## config.mk

```make
export PLATFORM = sky130hd
export DESIGN_NAME = popcount_feeder_flat
export DESIGN_NICKNAME = d
export VERILOG_FILES = /design/src/rtl/popcount_feeder_pkg.sv /design/src/rtl/popcount_feeder_if.sv /design/src/rtl/popcount_feeder_word_fifo.sv /design/src/rtl/popcount_feeder.sv /design/src/flat_wrapper.sv
export SDC_FILE = /design/constraint.sdc
export NUM_CORES = 1
export LEC_CHECK = 0
export BUFFER_PORTS_ARGS = -buffer_cell sky130_fd_sc_hd__buf_2
export CORE_MARGIN = 4
export CORE_UTILIZATION = 57
export CTS_CLUSTER_DIAMETER = 120
export DETAILED_ROUTE_END_ITERATION = 7
export HOLD_SLACK_MARGIN = 0.03
export PLACE_DENSITY_LB_ADDON = 0.25
export REMOVE_ABC_BUFFERS = 1
export SLEW_MARGIN = 20
export SYNTH_ARGS = -nofsm -noshare
export SYNTH_HDL_FRONTEND = slang
export SYNTH_SLANG_ARGS = --single-unit
```

## constraint.sdc

```tcl
create_clock -name clk -period 3.2 [get_ports clk]
set_clock_uncertainty 0.05 [all_clocks]
set_input_delay 0.16 -clock clk [delete_from_list [all_inputs] [get_ports clk]]
set_output_delay 0.16 -clock clk [all_outputs]
set_load 0.03 [all_outputs]
```

## src/rtl/popcount_feeder_pkg.sv

```systemverilog
// ---------------------------------------------------------------------------
// popcount_feeder_pkg : shared widths, parameter defaults and FSM encoding
// Rev 1.0
// ---------------------------------------------------------------------------
`default_nettype none

package popcount_feeder_pkg;

  localparam int DEPTH_DEFAULT   = 4;
  localparam int TIMEOUT_DEFAULT = 24;
  localparam int WORD_W          = 16;
  localparam int COUNT_W         = 4;

  typedef enum logic [1:0] {
    ST_IDLE  = 2'd0,
    ST_CLEAR = 2'd1,
    ST_RUN   = 2'd2,
    ST_DONE  = 2'd3
  } state_e;

endpackage

`default_nettype wire

```

## src/rtl/popcount_feeder_if.sv

```systemverilog
// ---------------------------------------------------------------------------
// popcount_feeder_if : upstream stream, counter hookup and result channel
// Rev 1.0
// ---------------------------------------------------------------------------
`default_nettype none

interface popcount_feeder_if;
  import popcount_feeder_pkg::*;

  logic               s_valid;
  logic               s_ready;
  logic [WORD_W-1:0]  s_data;
  logic               cnt_reset;
  logic [WORD_W-1:0]  cnt_word;
  logic [COUNT_W-1:0] cnt_no_ones;
  logic               cnt_end_flag;
  logic               m_valid;
  logic               m_ready;
  logic [COUNT_W-1:0] m_count;
  logic               m_all_ones;
  logic               m_timeout;

  // Environment side: producer, external counter and result consumer
  modport master (
    output s_valid, s_data, cnt_no_ones, cnt_end_flag, m_ready,
    input  s_ready, cnt_reset, cnt_word, m_valid, m_count, m_all_ones, m_timeout
  );

  modport slave (
    input  s_valid, s_data, cnt_no_ones, cnt_end_flag, m_ready,
    output s_ready, cnt_reset, cnt_word, m_valid, m_count, m_all_ones, m_timeout
  );

endinterface

`default_nettype wire

```

## src/rtl/popcount_feeder_word_fifo.sv

```systemverilog
// ---------------------------------------------------------------------------
// word_fifo : power-of-two synchronous FIFO with wrap-bit full/empty detect
// Rev 1.0
// ---------------------------------------------------------------------------
`default_nettype none

module word_fifo #(
  parameter int WIDTH = 16,
  parameter int DEPTH = 4
) (
  input  wire logic             clk,
  input  wire logic             reset,
  input  wire logic             push,
  input  wire logic             pop,
  input  wire logic [WIDTH-1:0] wdata,
  output logic      [WIDTH-1:0] rdata,
  output logic                  full,
  output logic                  empty
);

  localparam int AW = $clog2(DEPTH);

  logic [WIDTH-1:0] mem_q [DEPTH];
  logic [WIDTH-1:0] mem_d [DEPTH];
  logic [AW:0]      wr_ptr_q, wr_ptr_d;
  logic [AW:0]      rd_ptr_q, rd_ptr_d;
  logic             push_ok;
  logic             pop_ok;

  assign empty   = (wr_ptr_q == rd_ptr_q);
  assign full    = (wr_ptr_q[AW] != rd_ptr_q[AW]) && (wr_ptr_q[AW-1:0] == rd_ptr_q[AW-1:0]);
  assign push_ok = push && !full;
  assign pop_ok  = pop && !empty;
  assign rdata   = mem_q[rd_ptr_q[AW-1:0]];

  always_comb begin
    mem_d    = mem_q;
    wr_ptr_d = wr_ptr_q;
    rd_ptr_d = rd_ptr_q;
    if (push_ok) begin
      mem_d[wr_ptr_q[AW-1:0]] = wdata;
      wr_ptr_d                = wr_ptr_q + 1'b1;
    end
    if (pop_ok) begin
      rd_ptr_d = rd_ptr_q + 1'b1;
    end
  end

  always_ff @(posedge clk) begin
    if (reset) begin
      wr_ptr_q <= '0;
      rd_ptr_q <= '0;
    end else begin
      wr_ptr_q <= wr_ptr_d;
      rd_ptr_q <= rd_ptr_d;
    end
  end

  // Storage needs no reset; the pointers alone define valid contents
  always_ff @(posedge clk) begin
    mem_q <= mem_d;
  end

endmodule

`default_nettype wire

```

## src/rtl/popcount_feeder.sv

```systemverilog
// ---------------------------------------------------------------------------
// popcount_feeder : buffers words and sequences an external bit-serial counter
// Rev 1.0
// ---------------------------------------------------------------------------
`default_nettype none

module popcount_feeder
  import popcount_feeder_pkg::*;
#(
  parameter int DEPTH   = DEPTH_DEFAULT,
  parameter int TIMEOUT = TIMEOUT_DEFAULT
) (
  input wire logic        clk,
  input wire logic        reset,
  popcount_feeder_if.slave bus
);

  localparam int             TW         = $clog2(TIMEOUT + 1);
  localparam logic [TW-1:0]  TIMER_LAST = TW'(TIMEOUT - 1);

  state_e             state_q, state_d;
  logic               clear_phase_q, clear_phase_d;
  logic [TW-1:0]      timer_q, timer_d;
  logic [WORD_W-1:0]  cnt_word_q, cnt_word_d;
  logic [COUNT_W-1:0] m_count_q, m_count_d;
  logic               m_all_ones_q, m_all_ones_d;
  logic               m_timeout_q, m_timeout_d;

  logic               fifo_full;
  logic               fifo_empty;
  logic [WORD_W-1:0]  fifo_rdata;
  logic               ready;
  logic               push;
  logic               pop;
  logic               run_timeout;

  assign ready       = !fifo_full && !reset;
  assign push        = bus.s_valid && ready;
  assign pop         = (state_q == ST_IDLE) && !fifo_empty;
  assign run_timeout = !bus.cnt_end_flag && (timer_q == TIMER_LAST);

  word_fifo #(
    .WIDTH (WORD_W),
    .DEPTH (DEPTH)
  ) u_word_fifo (
    .clk   (clk),
    .reset (reset),
    .push  (push),
    .pop   (pop),
    .wdata (bus.s_data),
    .rdata (fifo_rdata),
    .full  (fifo_full),
    .empty (fifo_empty)
  );

  always_ff @(posedge clk) begin
    if (reset) begin
      state_q       <= ST_IDLE;
      clear_phase_q <= 1'b0;
      timer_q       <= '0;
      cnt_word_q    <= '0;
      m_count_q     <= '0;
      m_all_ones_q  <= 1'b0;
      m_timeout_q   <= 1'b0;
    end else begin
      state_q       <= state_d;
      clear_phase_q <= clear_phase_d;
      timer_q       <= timer_d;
      cnt_word_q    <= cnt_word_d;
      m_count_q     <= m_count_d;
      m_all_ones_q  <= m_all_ones_d;
      m_timeout_q   <= m_timeout_d;
    end
  end

  // Timer is zero on every RUN entry because it is cleared whenever RUN is not held
  always_comb begin
    state_d       = state_q;
    clear_phase_d = 1'b0;
    timer_d       = '0;
    case (state_q)
      ST_IDLE:  if (!fifo_empty) state_d = ST_CLEAR;
      ST_CLEAR: begin
        clear_phase_d = !clear_phase_q;
        if (clear_phase_q) state_d = ST_RUN;
      end
      ST_RUN: begin
        if (bus.cnt_end_flag || run_timeout) state_d = ST_DONE;
        else                                 timer_d = timer_q + 1'b1;
      end
      ST_DONE:  if (bus.m_ready) state_d = ST_IDLE;
      default:  state_d = ST_IDLE;
    endcase
  end

  always_comb begin
    cnt_word_d   = pop ? fifo_rdata : cnt_word_q;
    m_count_d    = m_count_q;
    m_all_ones_d = m_all_ones_q;
    m_timeout_d  = m_timeout_q;
    if (state_q == ST_RUN) begin
      if (bus.cnt_end_flag) begin
        m_count_d    = bus.cnt_no_ones;
        m_all_ones_d = (cnt_word_q == 16'hFFFF);
        m_timeout_d  = 1'b0;
      end else if (run_timeout) begin
        m_count_d    = '0;
        m_all_ones_d = 1'b0;
        m_timeout_d  = 1'b1;
      end
    end
  end

  always_comb begin
    bus.s_ready    = ready;
    bus.cnt_reset  = (state_q != ST_RUN);
    bus.cnt_word   = cnt_word_q;
    bus.m_valid    = (state_q == ST_DONE);
    bus.m_count    = m_count_q;
    bus.m_all_ones = m_all_ones_q;
    bus.m_timeout  = m_timeout_q;
  end

endmodule

`default_nettype wire

```

## src/flat_wrapper.sv

```systemverilog
// flat-port wrapper written by rule: the top's interface ports become plain ports
module popcount_feeder_flat import popcount_feeder_pkg::*;
#(
  parameter int DEPTH   = DEPTH_DEFAULT,
  parameter int TIMEOUT = TIMEOUT_DEFAULT
)
  (clk, reset, bus_s_valid, bus_s_data, bus_cnt_no_ones, bus_cnt_end_flag, bus_m_ready, bus_s_ready, bus_cnt_reset, bus_cnt_word, bus_m_valid, bus_m_count, bus_m_all_ones, bus_m_timeout);
  popcount_feeder_if bus_i ();
  input wire logic clk;
  input wire logic reset;
  input wire logic [$bits(bus_i.s_valid)-1:0] bus_s_valid;
  input wire logic [$bits(bus_i.s_data)-1:0] bus_s_data;
  input wire logic [$bits(bus_i.cnt_no_ones)-1:0] bus_cnt_no_ones;
  input wire logic [$bits(bus_i.cnt_end_flag)-1:0] bus_cnt_end_flag;
  input wire logic [$bits(bus_i.m_ready)-1:0] bus_m_ready;
  output wire logic [$bits(bus_i.s_ready)-1:0] bus_s_ready;
  output wire logic [$bits(bus_i.cnt_reset)-1:0] bus_cnt_reset;
  output wire logic [$bits(bus_i.cnt_word)-1:0] bus_cnt_word;
  output wire logic [$bits(bus_i.m_valid)-1:0] bus_m_valid;
  output wire logic [$bits(bus_i.m_count)-1:0] bus_m_count;
  output wire logic [$bits(bus_i.m_all_ones)-1:0] bus_m_all_ones;
  output wire logic [$bits(bus_i.m_timeout)-1:0] bus_m_timeout;
  assign bus_i.s_valid = bus_s_valid;
  assign bus_i.s_data = bus_s_data;
  assign bus_i.cnt_no_ones = bus_cnt_no_ones;
  assign bus_i.cnt_end_flag = bus_cnt_end_flag;
  assign bus_i.m_ready = bus_m_ready;
  assign bus_s_ready = bus_i.s_ready;
  assign bus_cnt_reset = bus_i.cnt_reset;
  assign bus_cnt_word = bus_i.cnt_word;
  assign bus_m_valid = bus_i.m_valid;
  assign bus_m_count = bus_i.m_count;
  assign bus_m_all_ones = bus_i.m_all_ones;
  assign bus_m_timeout = bus_i.m_timeout;
  popcount_feeder #(.DEPTH(DEPTH), .TIMEOUT(TIMEOUT)) u_core (.clk(clk), .reset(reset), .bus(bus_i));
endmodule
```

Yosys cells after proc, flatten, opt, wreduce, memory -nomap -nowiden
Cells that the tools add are included.
{"block": "word_totals", "reg_bits": 100, "input_bits": 25, "out_inout_bits": 25, "wordCells": 73}
{"block": "op_classes", "n_addsub": 3, "n_lt_le_gt_ge": 3, "eq_ne": 13, "mux": 17, "bitwise_logic": 4, "n_reduce_logical": 20}
{"operator": "bitwise mux 64 bit", "count": 1}
{"operator": "two-way mux 16 bit", "count": 3}
{"operator": "binary-select mux 16 bit (select 2 bit)", "count": 1}
{"operator": "demux 16 bit (select 2 bit)", "count": 1}
{"operator": "equality test 16 bit, second input constant", "count": 1}
{"operator": "logical AND 1 bit", "count": 8}
{"operator": "two-way mux 2 bit", "count": 4}
{"operator": "two-way mux 4 bit", "count": 2}
{"operator": "case mux 2 bit (4 select lines)", "count": 1}
{"operator": "adder 3 x 1 -> 3 bit, second input constant", "count": 2}
{"operator": ">= comparator 3 bit, second input constant", "count": 2}
{"operator": "inequality test 2 bit, second input constant", "count": 3}
{"operator": "inverter 2 -> 3 bit", "count": 2}
{"operator": "adder 5 x 1 -> 5 bit, second input constant", "count": 1}
{"operator": "equality test 5 bit, second input constant", "count": 1}
{"operator": "logical NOT 1 bit", "count": 5}
{"operator": "equality test 2 bit, second input constant", "count": 2}
{"operator": "two-way mux 1 bit", "count": 4}
{"operator": "inequality test 2 x 1 -> 1 bit, second input constant", "count": 2}
{"operator": "AND reduction 4 bit", "count": 1}
{"operator": "equality test 3 bit", "count": 1}
{"operator": "< comparator 3 x 1 -> 1 bit, second input constant", "count": 1}
{"operator": "OR reduction 3 bit", "count": 1}
{"operator": "equality test 2 x 1 -> 1 bit, second input constant", "count": 1}
{"operator": "8 further kinds", "count": 9}

Depth between registers and ports, before layout
{"block": "logic_depth", "word_depth": 6, "depth_mapped": 7, "mapped_depth_nobuf": 6}

Modules after synthesis
Synthesis repeated with hierarchy kept, for this count alone.
{"block": "unflattened", "hier_cells": 286, "area_unflattened_um2": 4030.1}
{"mod": "word_fifo", "n_inst": 1, "cells_per_inst": 151, "area_each_um2": 2852.7, "seq_area_each_um2": 2042.0}
{"mod": "popcount_feeder", "n_inst": 1, "cells_per_inst": 135, "area_each_um2": 1177.4, "seq_area_each_um2": 600.6}

Least setup slack after synthesis
OpenSTA, ideal clock, no wires.
{"block": "synth_timing", "kind": "flip-flop to flip-flop", "startpoint": "register u_core.u_word_fifo.rd_ptr_q[0]", "endpoint": "register u_core.u_word_fifo.mem_q[0] (netlist name) (enable)", "setup_ns": 0.409, "arrival_ns": 1.994, "required_time_ns": 2.741, "path_slack_ns": 0.746, "path_stages_with_launch": 5, "path_buffers": 1, "period_less_slack_ns": 2.454, "path_cell_list": "dfxtp_1 buf_6 xor2_4 o31ai_4 nor3_1"}
{"block": "synth_via", "elab_chain_cells": 6}
{"item": "start, declared", "line": "popcount_feeder_word_fifo.sv:26", "rtl": "logic [AW:0] rd_ptr_q, rd_ptr_d;"}
{"item": "start signal, assigned", "line": "popcount_feeder_word_fifo.sv:55", "rtl": "rd_ptr_q <= rd_ptr_d;"}
{"item": "equality test 2 bit (*)", "line": "popcount_feeder_word_fifo.sv:31", "rtl": "assign full = (wr_ptr_q[AW] != rd_ptr_q[AW]) && (wr_ptr_q[AW-1:0] == rd_ptr_q[AW-1:0]);"}
{"item": "logical AND 1 bit (*)", "line": "popcount_feeder_word_fifo.sv:31"}
{"item": "logical NOT 1 bit (*)", "line": "popcount_feeder_word_fifo.sv:32, popcount_feeder.sv:37"}
{"item": "logical AND 1 bit", "line": "popcount_feeder.sv:37", "rtl": "assign ready = !fifo_full && !reset;"}
{"item": "logical AND 1 bit", "line": "popcount_feeder.sv:38", "rtl": "assign push = bus.s_valid && ready;"}
{"item": "logical AND 1 bit (*)", "line": "popcount_feeder_word_fifo.sv:32", "rtl": "assign push_ok = push && !full;"}
{"item": "end signal, assigned", "line": "popcount_feeder_word_fifo.sv:61", "rtl": "mem_q <= mem_d;"}
{"item": "end, declared", "line": "popcount_feeder_word_fifo.sv:23", "rtl": "logic [WIDTH-1:0] mem_q [DEPTH];"}
Every way passes the cells marked *; elsewhere a longest branch is shown, timed or not.
A chain may end at the register's enable or synchronous reset.

Worst setup path in the final report
{"block": "layout_timing", "startpoint": "register u_core.u_word_fifo.wr_ptr_q[1]", "endpoint": "register u_core.u_word_fifo.mem_q[34] (netlist name) (enable)"}
{"block": "layout_via", "elab_chain_cells": 6}
{"item": "start, declared", "line": "popcount_feeder_word_fifo.sv:25", "rtl": "logic [AW:0] wr_ptr_q, wr_ptr_d;"}
{"item": "start signal, assigned", "line": "popcount_feeder_word_fifo.sv:54", "rtl": "wr_ptr_q <= wr_ptr_d;"}
{"item": "equality test 2 bit (*)", "line": "popcount_feeder_word_fifo.sv:31"}
{"item": "logical AND 1 bit (*)", "line": "popcount_feeder_word_fifo.sv:31"}
{"item": "logical NOT 1 bit (*)", "line": "popcount_feeder_word_fifo.sv:32, popcount_feeder.sv:37"}
{"item": "logical AND 1 bit", "line": "popcount_feeder.sv:37"}
{"item": "logical AND 1 bit", "line": "popcount_feeder.sv:38"}
{"item": "logical AND 1 bit (*)", "line": "popcount_feeder_word_fifo.sv:32"}
Marks and branches as above.

==> impl_metrics.ini <==
[die]
num_rows = 30
core_area_um2 = 6760
initial_core_util_pct = 58.6
die_y_um = 91.4
die_w_um = 91.4
dieArea_um2 = 8350
ioPinCount = 50

[sta]
finalHoldViolCount = 0
tns_ns = 0
tightest_slew_ns = 0.875
relSlewSlack_pct = 41.6
drv_slew = 0
fmax_ghz = 0.451
worst_hold_slack_ns = 0.139
rsz0062_at_grt = no
setup_violations = 0
setup_ws_ns = 0.984
fin_crit_ns = 2.22
finalCritPeriodShare_pct = 69.3

[cts]
cts_tree = done
cts_resized = 0
cts_max_level = 3
path_clk_slew_ns = 0.08
root_buffer = clkbuf_8
cts_sinks = 100
cts_buffer_depth = 2
postCtsSetupBuffers = 0
clk_latency_ns = 0.36
hold_buffers = 20
numCtsBuffers = 9

[yosys]
synth_edf_count = 64
syn_area_um2 = 3960
muxShareOfSynthArea_pct = 13.9
yosysMostFrequentCell = edfxtp_1
ys_ff_latch = 100
yosysUniqueCellTypes = 33
synth-compound-area-share_pct = 3.57
synthTopCellsByArea = edfxtp_1 (49%), dfxtp_1 (18%), mux4_2 (9.1%), mux2i_1 (4.8%), nor2_1 (3.2%)
yosysTopAreaCell = edfxtp_1
avgSynthCellArea_um2 = 16.0
synthCells = 247
synth-main-ff-cell = edfxtp_1
ys_seq_area_share_pct = 66.7
yosysWarningCount = 0
synth_xor_area_share_pct = 2.94
async_reset_ff_share_pct = 0
synth_top_family_by_area = multiplexers
synthDominantCellAreaShare_pct = 48.5
synthTopCellsByCount = edfxtp_1 (64), dfxtp_1 (36), nor2_1 (34)
synth-adder-area-share_pct = 3.16
yosys.area_share.simple_pct = 6.66

[setup_path]
start_kind = flip-flop
crit_type = flip-flop to flip-flop
worstPathArrival_ns = 2.15
endpoint_kind = flip-flop
crit_fanout = 16
worstSetupStartpoint = u_core.u_word_fifo.wr_ptr_q[1]
timing.rr.start = u_core.u_word_fifo.wr_ptr_q[1]
required_ns = 3.13

[placed_design]
place.gp.congestion = 0.711
dp_slack_ns = 0.971
placed_cells = 369
dp_hpwl_mm = 4.28
place.port_buffers = 49

[grt]
grt_max_degree = 37
met1_usage_pct = 21.0
antenna_found_initial = 0
busiest_layer = met2
grt_pass1_wl_mm = 10.9
gr-total-overflow = 0
grtUsageTotal_pct = 17.4
gr-usage-met2_pct = 29.2
grt_pass1_vias = 2177
grtUsageMet3_pct = 5.05

[route]
vias_per_cell = 5.44
wire_per_inst_um = 16.6
first_pass_iters = 4
num_vias = 2205
drtAntennaViolNets = 0
routed_wl_mm = 6.74
drc = 0
drtIter0Drc = 76

[layout]
num-fill-cells = 458
drive_gt1_share_pct = 27.1
multi_input_area_um2 = 1200
fin_cells = 405
seq_area_um2 = 2640
nets = 355
antenna_cells = 0
area_delta_synth_final_pct = 17.3

[pwr]
p_leak_nw = 1.77
power_density_nw_per_um2 = 733
vdd_drop_max_uv = 473
finalPower_mw = 3.41

[flow_run]
drv_cap = 0

[outcome]
status = finished clean

[worst_hold_path]
hold_path_startpoint = bus_s_valid
hold_path_class = primary input to flip-flop
where the power goes:
part / switching (mW) / internal [mW]
sequential: 0.0978 / 1.52
clock: 0.407 / 0.361
combinational: 0.592 / 0.433
kinds of logic (layout without fill, tap and decap cells):
family | count (synthesis) | count (layout)
flip-flops | 100 | 100
AND/OR/NAND/NOR | 56 | 56
multiplexers | 35 | 35
buffers and inverters | 21 | 99
AO/OA/AOI/OAI | 16 | 16
adder cells (fa/ha/maj) | 10 | 10
XOR/XNOR | 9 | 9
metal layers:
layer	share of wire [%]	up-vias	wire [µm]
met5	0	-	0
met4	1.3	0	86
met3	5.0	8	334
met2	50	58	3360
met1	44	1073	2960
li1	-	1066	-
path summary, 6_finish.rpt:
path                            cells after the start                              to  slack [ns]
worst min register to register                      1               u_core.timer_q[0]        0.41
worst min-delay path                                4  u_core.u_word_fifo.wr_ptr_q[0]        0.14
worst max register to register                      4    u_core.u_word_fifo.mem_q[34]        0.98
worst max-delay path                                4    u_core.u_word_fifo.mem_q[34]        0.98
state kept, by name, indices dropped and copies added, names as in the netlist:
register / count
u_core.bus.cnt_word: 16
u_core.bus.m_all_ones: 1
u_core.bus.m_count: 4
u_core.bus.m_timeout: 1
u_core.clear_phase_q: 1
u_core.state_q: 2
u_core.timer_q: 5
u_core.u_word_fifo.mem_q: 64
u_core.u_word_fifo.rd_ptr_q: 3
u_core.u_word_fifo.wr_ptr_q: 3
cells in the final DEF, fill, tap and decap left out, drive strengths merged, types with 2 or more instances in the layout:
master / instances
nand2b: 3
dfxtp: 36
mux4: 16
ha: 10
xnor2: 3
clkbuf: 10
dlygate4sd3: 20
edfxtp: 64
o21ai: 4
a211oi: 2
inv: 11
o31ai: 2
buf: 53
nand4: 3
nand3: 2
mux2i: 19
clkinv: 3
and2: 4
or3: 2
a22oi: 4
nor2: 34
a21oi: 2
xor2: 6
nor3: 5
through the flow:
stage,util [%],area [µm²]
5_1_grt,68.8,4650
4_1_cts,68.8,4650
3_3_place_gp,63.0,4260
6_report,68.8,4650
3_5_place_dp,63.0,4260
2_1_floorplan,-,3880
critical path: stages (launching register included):
cell     delay (ns)
dfxtp_1        0.50
xor2_4         0.26
o31ai_4        0.14
nor2_1         0.17
and2_1         0.73
layout make-up:
type                            instances  area share [%]
Sequential cell                       100            56.9
Multi-Input combinational cell        126            25.9
Timing Repair Buffer                   73            10.2
Clock buffer                           10            2.75
Clock inverter                          6            1.35
Tap cell                               80            2.15
Inverter                               10           0.808
Power figures use the tool's default switching activity.
